[config.mk]
export PLATFORM = sky130hd
export DESIGN_NAME = divider
export DESIGN_NICKNAME = d
export VERILOG_FILES = /design/src/rtl/divider_pkg.sv /design/src/rtl/div_step.sv /design/src/rtl/divider.sv
export SDC_FILE = /design/constraint.sdc
export NUM_CORES = 1
export LEC_CHECK = 0
export BUFFER_PORTS_ARGS = -buffer_cell sky130_fd_sc_hd__buf_2
export CORE_UTILIZATION = 61
export DETAILED_ROUTE_END_ITERATION = 8
export PLACE_DENSITY_LB_ADDON = 0.15
export RECOVER_POWER = 25
export SLEW_MARGIN = 20
export SYNTH_ARGS = -nofsm -noshare
export SYNTH_HDL_FRONTEND = slang
export SYNTH_HIERARCHICAL = 1
export SYNTH_SLANG_ARGS = --single-unit
export TNS_END_PERCENT = 50
[constraint.sdc]
create_clock -name i_clk -period 9.7 [get_ports i_clk]
set_clock_uncertainty 0.2 [all_clocks]
set_input_delay 0 -clock i_clk [delete_from_list [all_inputs] [get_ports i_clk]]
set_output_delay 0 -clock i_clk [all_outputs]
set_load 0.01 [all_outputs]
[src/rtl/divider_pkg.sv]
// rtl/divider_pkg.sv - shared width, state encodings and mode codes for the divider
package divider_pkg;

    // Native datapath word of the Execute stage
    localparam int WORD = 64;

    // Divider sequencing states
    typedef enum logic [1:0] {
        DIV_IDLE = 2'd0,
        DIV_RUN  = 2'd1,
        DIV_DONE = 2'd2
    } div_state_t;

    // Operation selector shared with Decode control
    localparam logic DIV_MODE_UNSIGNED = 1'b0;
    localparam logic DIV_MODE_SIGNED   = 1'b1;

endpackage

[src/rtl/div_step.sv]
// rtl/div_step.sv - one combinational restoring-division step on {P, Q}
module div_step #(
    parameter int WIDTH = 64
) (
    input  logic [2*WIDTH:0]   i_pq,
    input  logic [WIDTH-1:0]   i_d,
    output logic [2*WIDTH:0]   o_pq
);

    // One guard bit above the shifted P keeps the trial subtraction sign unambiguous
    logic [WIDTH+1:0] w_p_sh;
    logic [WIDTH+1:0] w_t;
    logic [WIDTH-1:0] w_q_sh;

    assign w_p_sh = {i_pq[2*WIDTH:WIDTH], i_pq[WIDTH-1]};
    assign w_q_sh = {i_pq[WIDTH-2:0], 1'b0};
    assign w_t    = w_p_sh - {2'b00, i_d};

    // Restore P when the trial difference is negative, otherwise commit it and set the quotient bit
    always_comb begin
        o_pq = '0;
        if (w_t[WIDTH+1]) begin
            o_pq = {w_p_sh[WIDTH:0], w_q_sh};
        end else begin
            o_pq = {w_t[WIDTH:0], w_q_sh[WIDTH-1:1], 1'b1};
        end
    end

endmodule

[src/rtl/divider.sv]
// rtl/divider.sv - iterative UDIV/SDIV unit, one quotient bit per cycle
module divider
    import divider_pkg::*;
#(
    parameter int WIDTH = WORD
) (
    input  logic             i_clk,
    input  logic             i_reset,
    input  logic             i_start,
    input  logic             i_mode,
    input  logic [WIDTH-1:0] i_dividend,
    input  logic [WIDTH-1:0] i_divisor,
    output logic [WIDTH-1:0] o_quotient,
    output logic [WIDTH-1:0] o_remainder,
    output logic             o_done,
    output logic             o_busy
);

    localparam int CW = $clog2(WIDTH);

    div_state_t         r_state;
    logic [CW-1:0]      r_cnt;
    logic [WIDTH:0]     r_p;
    logic [WIDTH-1:0]   r_q;
    logic [WIDTH-1:0]   r_d;
    logic               r_neg_q;
    logic               r_neg_r;
    logic [WIDTH-1:0]   r_quotient;
    logic [WIDTH-1:0]   r_remainder;
    logic               r_done;
    logic               r_busy;

    logic               w_a_neg;
    logic               w_b_neg;
    logic [WIDTH-1:0]   w_a_mag;
    logic [WIDTH-1:0]   w_b_mag;
    logic [2*WIDTH:0]   w_pq_next;
    logic [WIDTH:0]     w_p_next;
    logic [WIDTH-1:0]   w_q_next;

    // Signed operands are divided as magnitudes; MIN stays MIN, which yields the wrapped MIN / -1 result
    assign w_a_neg = (i_mode == DIV_MODE_SIGNED) && i_dividend[WIDTH-1];
    assign w_b_neg = (i_mode == DIV_MODE_SIGNED) && i_divisor[WIDTH-1];
    assign w_a_mag = w_a_neg ? -i_dividend : i_dividend;
    assign w_b_mag = w_b_neg ? -i_divisor  : i_divisor;

    div_step #(.WIDTH(WIDTH)) u_step (
        .i_pq (({r_p, r_q})),
        .i_d  (r_d),
        .o_pq (w_pq_next)
    );

    assign w_p_next = w_pq_next[2*WIDTH:WIDTH];
    assign w_q_next = w_pq_next[WIDTH-1:0];

    // Sequencer: accept, iterate WIDTH steps, sign-fix into the held result registers
    always_ff @(posedge i_clk) begin
        if (i_reset) begin
            r_state     <= DIV_IDLE;
            r_cnt       <= '0;
            r_p         <= '0;
            r_q         <= '0;
            r_d         <= '0;
            r_neg_q     <= 1'b0;
            r_neg_r     <= 1'b0;
            r_quotient  <= '0;
            r_remainder <= '0;
            r_done      <= 1'b0;
            r_busy      <= 1'b0;
        end else begin
            r_done <= 1'b0;
            case (r_state)
                DIV_IDLE: begin
                    if (i_start) begin
                        r_neg_q <= w_a_neg ^ w_b_neg;
                        r_neg_r <= w_a_neg;
                        r_q     <= w_a_mag;
                        r_d     <= w_b_mag;
                        r_p     <= '0;
                        r_cnt   <= CW'(WIDTH - 1);
                        r_busy  <= 1'b1;
                        if (i_divisor == '0) begin
                            // Divide by zero: quotient 0, remainder is the raw dividend in either mode
                            r_state     <= DIV_DONE;
                            r_quotient  <= '0;
                            r_remainder <= i_dividend;
                            r_done      <= 1'b1;
                        end else begin
                            r_state <= DIV_RUN;
                        end
                    end
                end
                DIV_RUN: begin
                    r_p   <= w_p_next;
                    r_q   <= w_q_next;
                    r_cnt <= r_cnt - CW'(1);
                    if (r_cnt == '0) begin
                        r_state     <= DIV_DONE;
                        r_done      <= 1'b1;
                        r_quotient  <= r_neg_q ? -w_q_next : w_q_next;
                        r_remainder <= r_neg_r ? -w_p_next[WIDTH-1:0] : w_p_next[WIDTH-1:0];
                    end
                end
                DIV_DONE: begin
                    r_state <= DIV_IDLE;
                    r_busy  <= 1'b0;
                end
                default: begin
                    r_state <= DIV_IDLE;
                    r_busy  <= 1'b0;
                end
            endcase
        end
    end

    assign o_quotient  = r_quotient;
    assign o_remainder = r_remainder;
    assign o_done      = r_done;
    assign o_busy      = r_busy;

endmodule

==> results.txt <==
The run finished with clean final reports. For the worst flop-to-flop path, the logic depth is 19. The cell leakage power is 10.6 nW. Sorting the synthesized cells by how often they occur yields 333 x sky130_fd_sc_hd__dfxtp_1, 315 x sky130_fd_sc_hd__nand2_1, 292 x sky130_fd_sc_hd__nor2_1. The initial core utilization is 0.618. Summing all flip-flop and latch instances after layout gives 6670 sq um. Once detail routing completed, the nets flagged for antenna violations numbered 0. The tools report the buffer type at the clock tree root as sky130_fd_sc_hd__clkbuf_16.

The share of the clock period used by the worst path was 0.760. Gate count after technology mapping: 3086. The layout cell share with drive strength beyond 1 came out at 0.0882. The final weighted congestion in routability-driven placement was 0.933; the total power density per cell area was 145 nW/um^2.

The number of buffers added on ports was 261; the post-layout minimum cycle time was 7.37 ns. The logs give 0 for the count of final hold-check violations and 14800 sq um for the area of combinational cells with multiple inputs. The detailed-route DRC error count was 0. In the final timing run, aggregate negative setup slack is 0 ns. Max-cap violations in this run came to 0.

The pin count of the biggest net entering global routing came out at 129. Data on the critical path is required at its endpoint by 9.97 ns. The tools report the number of antenna violations at the first check in global routing as 0. TritonCTS built the clock tree. The die covers 38800 sq um. Summed over all layers, the routed wires come to 79.3 mm. The average instance area after synthesis came out at 7.52 sq um. The logs give 38 for the number of clock buffers inserted by TritonCTS and 7.64 ns for the data arrival time at the worst-slack endpoint. The global-route total usage across every layer is 0.393, and the headroom to the max-slew limit is 0.296.

The post-detailed-route via-to-cell ratio was 6.44; the number of filler instances in the final layout was 2947. The commonest register cell after synthesis was sky130_fd_sc_hd__dfxtp_1. The clock tree synthesis step divided the H-tree into 2 levels.

After floorplanning, the core was sized to cover 37600 sq um. The sequential-to-total area share from yosys stat was 0.287; the via count of the first global-routing pass was 22900. The most area-hungry cell type in the Yosys netlist is sky130_fd_sc_hd__dfxtp_1. The number of setup violations in the final report was 0. The routed layout has 25000 vias.

The post-placement setup slack was 2.44 ns; the register bit count reported by yosys was 333. The post-synth design cell area came out at 23200 sq um. Yosys mapped a number of flops with a built-in enable equal to 0. STA classifies the critical path endpoint as a flop. After floorplanning, the core was divided into 71 placement rows. The synthesized net count was 3289.

Detailed placement finished with a half-perimeter wire length of 53.6 mm. Critical path class: flop to flop. In this run the worst hold path is classified as primary input to flop. The logs give 86 for the number of different library cells in the post-synthesis netlist and 0.58 ns for the clock latency on the worst-skew pair. The area share of the leading cell type in the synthesized netlist was 0.287; the layout overhead on the synthesized area was 17.6%. Timing would allow up to 0.136 GHz.

The wire length of the first global-routing pass was 123 mm; the DRC violation total after the first TritonRoute iteration was 2783. The run gives 262 as the number of ports placed on the die boundary. The count of nets after finishing is 3540.

The clock net in this run drives a total of 333 sinks. Ranked by total cell area, the synthesized netlist is headed by sky130_fd_sc_hd__dfxtp_1 29%, sky130_fd_sc_hd__xor2_1 6.5%, sky130_fd_sc_hd__nand2_1 5.1%, sky130_fd_sc_hd__nor2_1 4.7%, sky130_fd_sc_hd__a21oi_1 4.6%. The first TritonRoute pass finished after 6 iterations.

From left edge to right edge, the die measures 197 microns. The detailed-route wire length per cell was 20.4 microns; the number of pins with negative max-slew slack in the final report was 0. The total overflow left after global routing is 0. sky130_fd_sc_hd__dfxtp_1 is the most common cell in the netlist. The worst hold path was traced through 4 stages. During synthesis, Yosys emitted a total of 6 warnings.

The maximum fanout encountered on the critical timing path is 89, and the proportion of synthesized flip-flops having asynchronous set or reset is 0. Number of diodes: 0. Once routing completed, OpenROAD measured the worst setup slack at 2.33 ns. The maximum VDD drop was 0.0000960 V; the worst-margin pin slew was 1.04 ns.

Setup repair after global routing left no endpoint under its margin. The clock-pin slew on the worst setup and hold paths is 0.06 ns. The die is 197 microns tall.

In this run, post-CTS repair resized a total of 0 instances. The worst-case clock buffer depth is 3. STA classifies the critical path startpoint as a flop.
[layout make-up]
type / instances / area share
tap: 511 / 0.0234
clock inverter: 15 / 0.00559
inverter: 107 / 0.0147
clock buffer: 55 / 0.0413
multi-input combinational: 2360 / 0.543
timing repair buffer: 497 / 0.128
sequential: 333 / 0.244
[sequential cells by signal, summed over array words and instances (netlist names)]
signal / count
o_busy: 1
o_done: 1
o_quotient: 64
o_remainder: 64
r_cnt: 6
r_d: 64
r_neg_q: 1
r_neg_r: 1
r_p: 65
r_q: 64
r_state: 2
[critical path, cell delays in order (launching register included)]
cell and delay, ns:
sky130_fd_sc_hd__dfxtp_1 0.39, sky130_fd_sc_hd__inv_1 0.07, sky130_fd_sc_hd__ha_1 0.29, sky130_fd_sc_hd__nor2b_1 0.19
sky130_fd_sc_hd__o2111a_1 0.26, sky130_fd_sc_hd__o21ai_1 0.11, sky130_fd_sc_hd__a2111oi_0 0.86, sky130_fd_sc_hd__nor4_1 0.15
sky130_fd_sc_hd__buf_4 0.21, sky130_fd_sc_hd__o22ai_2 0.10, sky130_fd_sc_hd__mux2i_1 0.20, sky130_fd_sc_hd__or2_4 0.67
sky130_fd_sc_hd__o21ai_0 0.39, sky130_fd_sc_hd__or4_1 0.69, sky130_fd_sc_hd__nor4b_2 0.67, sky130_fd_sc_hd__nand3_1 0.60
sky130_fd_sc_hd__o41ai_1 0.63, sky130_fd_sc_hd__xor2_1 0.19, sky130_fd_sc_hd__a211oi_1 0.09, sky130_fd_sc_hd__a31o_2 0.25
[final timing paths]
check | start | slack [ns] | to
setup reg to reg | r_d[1] | 2.33 | o_remainder[51]
hold reg to reg | o_quotient[57] | 0.25 | o_quotient[57]
hold / removal | i_divisor[0] | 0.10 | r_d[0]
setup / recovery | r_d[1] | 2.33 | o_remainder[51]
[where the power goes]
part           internal [W]  leakage, nW  total [W]  switching, W
clock              0.000867        0.632    0.00148      0.000615
sequential          0.00144         2.72    0.00153     0.0000858
combinational      0.000372         7.24   0.000955      0.000583
[cells by family after synthesis]
group | share of synthesized area
multiplexers | 0.00485
XOR/XNOR | 0.110
adder cells (fa/ha/maj) | 0.0386
AO/OA/AOI/OAI | 0.278
flip-flops | 0.287
AND/OR/NAND/NOR | 0.204
buffers and inverters | 0.0772
[placed cells by master (no fill, tap or decap), types with 56 or more instances in the layout]
cell,instances
sky130_fd_sc_hd__ha_1,70
sky130_fd_sc_hd__xnor2_1,121
sky130_fd_sc_hd__dlygate4sd3_1,213
sky130_fd_sc_hd__o21ai_1,58
sky130_fd_sc_hd__a22oi_1,63
sky130_fd_sc_hd__dfxtp_1,331
sky130_fd_sc_hd__nor3_1,69
sky130_fd_sc_hd__nor2_1,289
sky130_fd_sc_hd__o21ai_0,205
sky130_fd_sc_hd__nand2_1,313
sky130_fd_sc_hd__xor2_1,171
sky130_fd_sc_hd__o31ai_1,64
sky130_fd_sc_hd__buf_2,145
sky130_fd_sc_hd__a21oi_1,212
sky130_fd_sc_hd__clkbuf_1,122
sky130_fd_sc_hd__o22ai_1,56
sky130_fd_sc_hd__a211oi_1,116
sky130_fd_sc_hd__inv_1,106
[stage by stage]
| step | utilization | cells | hold slack (ns) | instance area (sq um) | power (W) |
|---|---|---|---|---|---|
| floorplan | - | 3086 | -0.0640 | 23200 | 0.00218 |
| global placement | 0.639 | 3595 | 0.0946 | 24000 | 0.00237 |
| detailed placement | 0.639 | 3595 | 0.0852 | 24000 | 0.00238 |
| CTS | 0.730 | 3878 | 0.0654 | 27400 | 0.00393 |
| global route | 0.726 | 3878 | 0.128 | 27300 | 0.00411 |
| finish | 0.726 | 3878 | 0.104 | 27300 | 0.00397 |
[what timing repair did]
action                    4_1_cts  5_1_grt
hold endpoints to repair      211        0
setup buffers                   0        0
hold buffers                  213        0
[routing by layer]
layer,share of wire,track usage,vias up
li1,-,-,11600
met1,0.42,0.528,11600
met2,0.45,0.634,1459
met3,0.090,0.0570,260
met4,0.040,0.154,0
met5,0,0,-
(Power assumes the default switching activity.)
